`config.mk`:
```
export PLATFORM = sky130hd
export DESIGN_NAME = crc
export DESIGN_NICKNAME = d
export VERILOG_FILES = /design/src/rtl/crc.sv
export SDC_FILE = /design/constraint.sdc
export NUM_CORES = 1
export LEC_CHECK = 0
export ABC_AREA = 1
export CORE_ASPECT_RATIO = 1.75
export CORE_MARGIN = 1.5
export CORE_UTILIZATION = 58
export CTS_BUF_LIST = sky130_fd_sc_hd__clkbuf_8
export CTS_CLUSTER_DIAMETER = 50
export DETAILED_ROUTE_END_ITERATION = 7
export GPL_TIMING_DRIVEN = 0
export PLACE_DENSITY = 0.89
export SYNTH_ARGS = -nofsm -noshare
export SYNTH_HDL_FRONTEND = slang
export SYNTH_SLANG_ARGS = --single-unit
```
`constraint.sdc`:
```
create_clock -name clk -period 5.3 [get_ports clk]
set_clock_uncertainty 0.05 [all_clocks]
set_input_delay 1.06 -clock clk [delete_from_list [all_inputs] [get_ports clk]]
set_output_delay 1.06 -clock clk [all_outputs]
set_load 0.03 [all_outputs]
```
`src/rtl/crc.sv`:
```
// ============================================================================
// Module      : crc
// Description : Parallel CRC-10 generator (CRC-10/ATM polynomial). Folds one
//               DATA_W-bit word into a running CRC register on every clock
//               where en is high; dout is the register itself.
// Revision    : 1.0 - initial release
// ============================================================================
`default_nettype none

module crc #(
    parameter int              DATA_W = 32,
    parameter int              CRC_W  = 10,
    parameter logic [CRC_W-1:0] POLY  = 10'h233,
    parameter logic [CRC_W-1:0] INIT  = 10'h000
) (
    input  logic              clk,
    input  logic              rst_n,
    input  logic              en,
    input  logic [DATA_W-1:0] din,
    output logic [CRC_W-1:0]  dout
);

    // Running CRC state; the only storage in the block.
    logic [CRC_W-1:0] r_crc;
    logic [CRC_W-1:0] w_crc_next;

    // Fold the whole word in one cycle by unrolling DATA_W serial LFSR steps,
    // most significant data bit first. Synthesis collapses this into an XOR
    // network; no reflection and no final XOR are applied.
    always_comb begin
        logic [CRC_W-1:0] v_crc;
        logic             v_fb;
        v_crc = r_crc;
        v_fb  = 1'b0;
        for (int i = DATA_W - 1; i >= 0; i--) begin
            v_fb  = v_crc[CRC_W-1] ^ din[i];
            v_crc = {v_crc[CRC_W-2:0], 1'b0} ^ (v_fb ? POLY : {CRC_W{1'b0}});
        end
        w_crc_next = v_crc;
    end

    // CRC register: asynchronous clear to INIT, update only on enabled edges
    // so din (even if undefined) is ignored while en is low.
    always_ff @(posedge clk or negedge rst_n) begin
        if (!rst_n) begin
            r_crc <= INIT;
        end else if (en) begin
            r_crc <= w_crc_next;
        end
    end

    assign dout = r_crc;

endmodule

`default_nettype wire

```
Word level (Yosys, flattened, before mapping). Cells that the tools add are included.

Bits in registers: 10. Input bits: 35. Output and inout bits: 10. Word-level logic and storage cells: 97.

Muxes and demuxes: 32. Bitwise logic cells: 64.

Operators with widths (number): 10-bit 2-to-1 mux (32); 10-bit XOR (32); 1-bit XOR (32).

Depth between registers and ports, before layout.
Word-level depth: 96. Depth in mapped cells: 31. Mapped depth without buffers: 31.

Worst setup path after synthesis. No wires, ideal clock.

Kind: input to register. Start point: in din[28]. End point: reg r_crc[4], in the netlist dout[4]. Setup time: 0.117 ns. Arrival time: 3.033 ns. Required time: 5.133 ns. Slack: 2.100 ns. Stages on the path: 28. Buffers on the path: 0. Path through: inv_1 > nand2_1 > nand2_1 > nand2_1 > nand2_2 > nand2_1 > nand2_1 > inv_1 > nand2_1 > nand2_2 > nand2_2 > nand2_2 > xor2_2 > or2_1 > nand2_1 > nand2_1 > nand2_1 > nand2_1 > nand2_2 > inv_1 > nand2_2 > nand2_1 > nand2_2 > nand2_2 > nand2_1 > nand2_1 > nand2_1 > nand2_1.

Word-level cells in the longest chain between the ends: 87.

Ends and longest elaborated chain: from (decl) (RTL line 19) `input logic [DATA_W-1:0] din,`; 1-bit XOR (*) (RTL line 36) `v_fb = v_crc[CRC_W-1] ^ din[i];`; 10-bit 2-to-1 mux (*) (RTL line 37) `v_crc = {v_crc[CRC_W-2:0], 1'b0} ^ (v_fb ? POLY : {CRC_W{1'b0}});`; 10-bit XOR (*) (RTL line 37); 1-bit XOR (RTL line 36); 10-bit 2-to-1 mux (RTL line 37); 10-bit XOR (*) (RTL line 37); 1-bit XOR (RTL line 36); 10-bit 2-to-1 mux (RTL line 37); [71 not listed]; 10-bit 2-to-1 mux (RTL line 37); 10-bit XOR (*) (RTL line 37); 1-bit XOR (RTL line 36); 10-bit 2-to-1 mux (RTL line 37); 10-bit XOR (*) (RTL line 37); 1-bit XOR (RTL line 36); 10-bit 2-to-1 mux (RTL line 37); 10-bit XOR (*) (RTL line 37); to (signal assigned) (RTL line 48) `r_crc <= w_crc_next;`; to (decl) (RTL line 24) `logic [CRC_W-1:0] r_crc;`.

Every way passes the cells marked *; elsewhere a longest branch is shown, timed or not. A chain may end at the register's enable or synchronous reset.

Worst setup path in the final report.
Start point: in din[31]. End point: reg r_crc[4], in the netlist dout[4].

Word-level cells in the longest chain between the ends: 96.

Ends and longest elaborated chain (RTL line): 1-bit XOR (*) (36); 10-bit 2-to-1 mux (*) (37); 10-bit XOR (*) (37); 1-bit XOR (36); 10-bit 2-to-1 mux (37); 10-bit XOR (*) (37); 1-bit XOR (36); 10-bit 2-to-1 mux (37); [80 not listed]; 10-bit 2-to-1 mux (37); 10-bit XOR (*) (37); 1-bit XOR (36); 10-bit 2-to-1 mux (37); 10-bit XOR (*) (37); 1-bit XOR (36); 10-bit 2-to-1 mux (37); 10-bit XOR (*) (37).

Marked as above.

==> out/results.ini <==
[clock_tree]
clock_pin_slew_reported_for_the_worst_setup_and_hold_paths_after_clock_tree_synthesis_ns=0.05
post-cts-setup-buffers=0
cts_resized=0
cts_max_path_buffers=2
numClockSinks=10
htree_num_levels=1
postCtsHoldBufs=0
cts_tree=yes
cts_buffers=3
cts_root_buf=clkbuf_8
clkLatencyLatePin_ns=0.23

[grt]
gr-usage-all-layers_pct=29.06
number_of_global_route_vias_before_repair=2471
initial_antenna_violation_count=0
grt_max_degree=11
grt.overflow.total=0
global_route_wire_length_before_repair_um=9908

[logic_synthesis]
synth_cell_types=23
postSynthNetCount=460
synth_enable_flop_cells=0
ys.flop_type=dfrtp_1
seq_area_frac_synth_pct=11.23
synth_top_cell_area_share_pct=32.34
synth_area_um2=2228
ys_top_cells_by_area=nand2_1, nand3_1, nand2_2
synth_simple_gate_area_share_pct=65.86
syn_avg_cell_area_um2=5.243
synth_mux_area_share_pct=0.5053
synthXorXnorAreaFrac_pct=8.815
asyncSetResetFlopFracSynth_pct=100.0
yosysWarnings=0
yosys.area_share.adder_pct=0
synth_compound_gate_area_share_pct=2.246
dominant_combinational_cell_family_by_area_after_synthesis=simple AND/OR/NAND/NOR gates
flop_and_latch_count_out_of_synthesis=10
syn_inst=425
yosys.area.top_type=nand2_1

[floorplanning]
die_x_um=49.86
core_area_um2=3665
num_rows=29
effective_utilization_at_floorplan_pct=60.81
die_h_um=85.00
pin_count=45
die-area_um2=4237

[routing]
routed_wl_um=5844
vias_per_cell=5.122
vias=2648
dr_drc_count=0
final_antenna_net_count=0
post_drt_wl_per_cell_um=11.30
drt_iter0_drc=92
firstDrtPassIters=4

[timing]
tightestPinTransition_ns=0.4844
report.final.slew_viol_count=0
period_minus_slack_ns=3.877
fin_tns_setup_ns=0
final_min_period_over_clock_period_pct=73.15
slew_headroom_pct=67.60
achievable-frequency_mhz=257.9
number_of_failing_setup_endpoints_in_the_final_timing_report=0
finalHoldViolCount=0
setup_repair_after_global_routing_missed_its_margin=no

[placement]
dp_hpwl_um=5106
finalWeightedCongestion=0.8301
io_buffer_count=43

[setup_path]
crit_slowest_cell=clkdlybuf4s50_1
critical_path_class=in2reg
timing.critical_path.arrival_ns=3.95
slowest_delay_ns=0.50
crit_path_start_kind=input port
cpMostUsedCell=nand2_1
worst-endpoint-required_ns=5.37
critPathMaxFanout=5
capturing_element_type_of_the_critical_path=register

[finish]
ant_diodes=0
filler_cell_count=346
layout_cells_sized_above_1_pct=14.65
area_delta_synth_final_pct=23.75
final_cell_mix=nand2_1, nand3_1, inv_1
layout.cells.most_common=nand2_1
largest_register_ffs=10
final_nets=508

[status]
outcome=finished clean

[run]
max_cap_viol_count=0

[hold_path]
worst_hold_path_type=reg2reg

through the flow:
stage | hold slack [ns] | util, % | setup slack [ns] | instance area [um2] | cells
global placement | 0.4894 | 74.12 | 1.290 | 2716 | 514
detailed placement | 0.5035 | 74.12 | 1.215 | 2716 | 514
global route | 0.5411 | 75.25 | 1.035 | 2758 | 517
floorplan | 0.6326 | - | 2.100 | 2228 | 425
finish | 0.5197 | 75.25 | 1.423 | 2758 | 517
CTS | 0.5148 | 75.25 | 1.445 | 2758 | 517
final cells by class:
class	count	area, um2	area share (%)
Clock buffer	3	41.29	1.497
Buffer	2	8.758	0.3176
Inverter	65	244.0	8.848
Timing Repair Buffer	43	430.4	15.61
Sequential cell	10	250.2	9.074
Multi-Input combinational cell	348	1725	62.57
Tap cell	46	57.56	2.087
synthesized netlist by cell type, types with 3 or more instances:
library cell / n
dfrtp_1: 10
xor2_1: 9
nand3_2: 6
inv_1: 58
nand3_1: 64
nand2_4: 3
nand3b_1: 4
nand2_2: 44
nand2_1: 192
xor2_2: 3
nor2_1: 4
inv_2: 7
xnor2_1: 6
o21ai_0: 6
per-layer routing:
metal  vias up  global-route usage (%)  wire length, um
met5         -                       0                0
met4         0                   10.35              187
met3        20                   2.289              165
met2        70                   59.15             3249
met1      1163                   29.12             2240
li1       1395                       -                -
logic make-up after synthesis:
kind of cell | after synthesis
AOI/OAI and AO/OA | 9
xor gates and xnor gates | 19
buffers and inverters | 67
DFF | 10
muxes | 1
and+or+nand+nor | 319
critical path, delay by kind of cell:
kind,cells,cell delay [ns]
simple gates,27,2.30
buf+inv,3,0.61
final timing paths:
path	from	to	slack, ns	cells past startpoint
worst max-delay path	din[31]	dout[4]	1.42	30
worst min-delay path	dout[4]	dout[4]	0.52	2
worst max register to register	dout[9]	dout[4]	2.28	28
worst min register to register	dout[4]	dout[4]	0.52	2
max in group asynchronous	rst_n	dout[5]	3.76	1
min in group asynchronous	rst_n	dout[8]	1.11	1
Power is not shown: default switching activity piles up to over one toggle a cycle in this logic, so the estimate is an artifact.
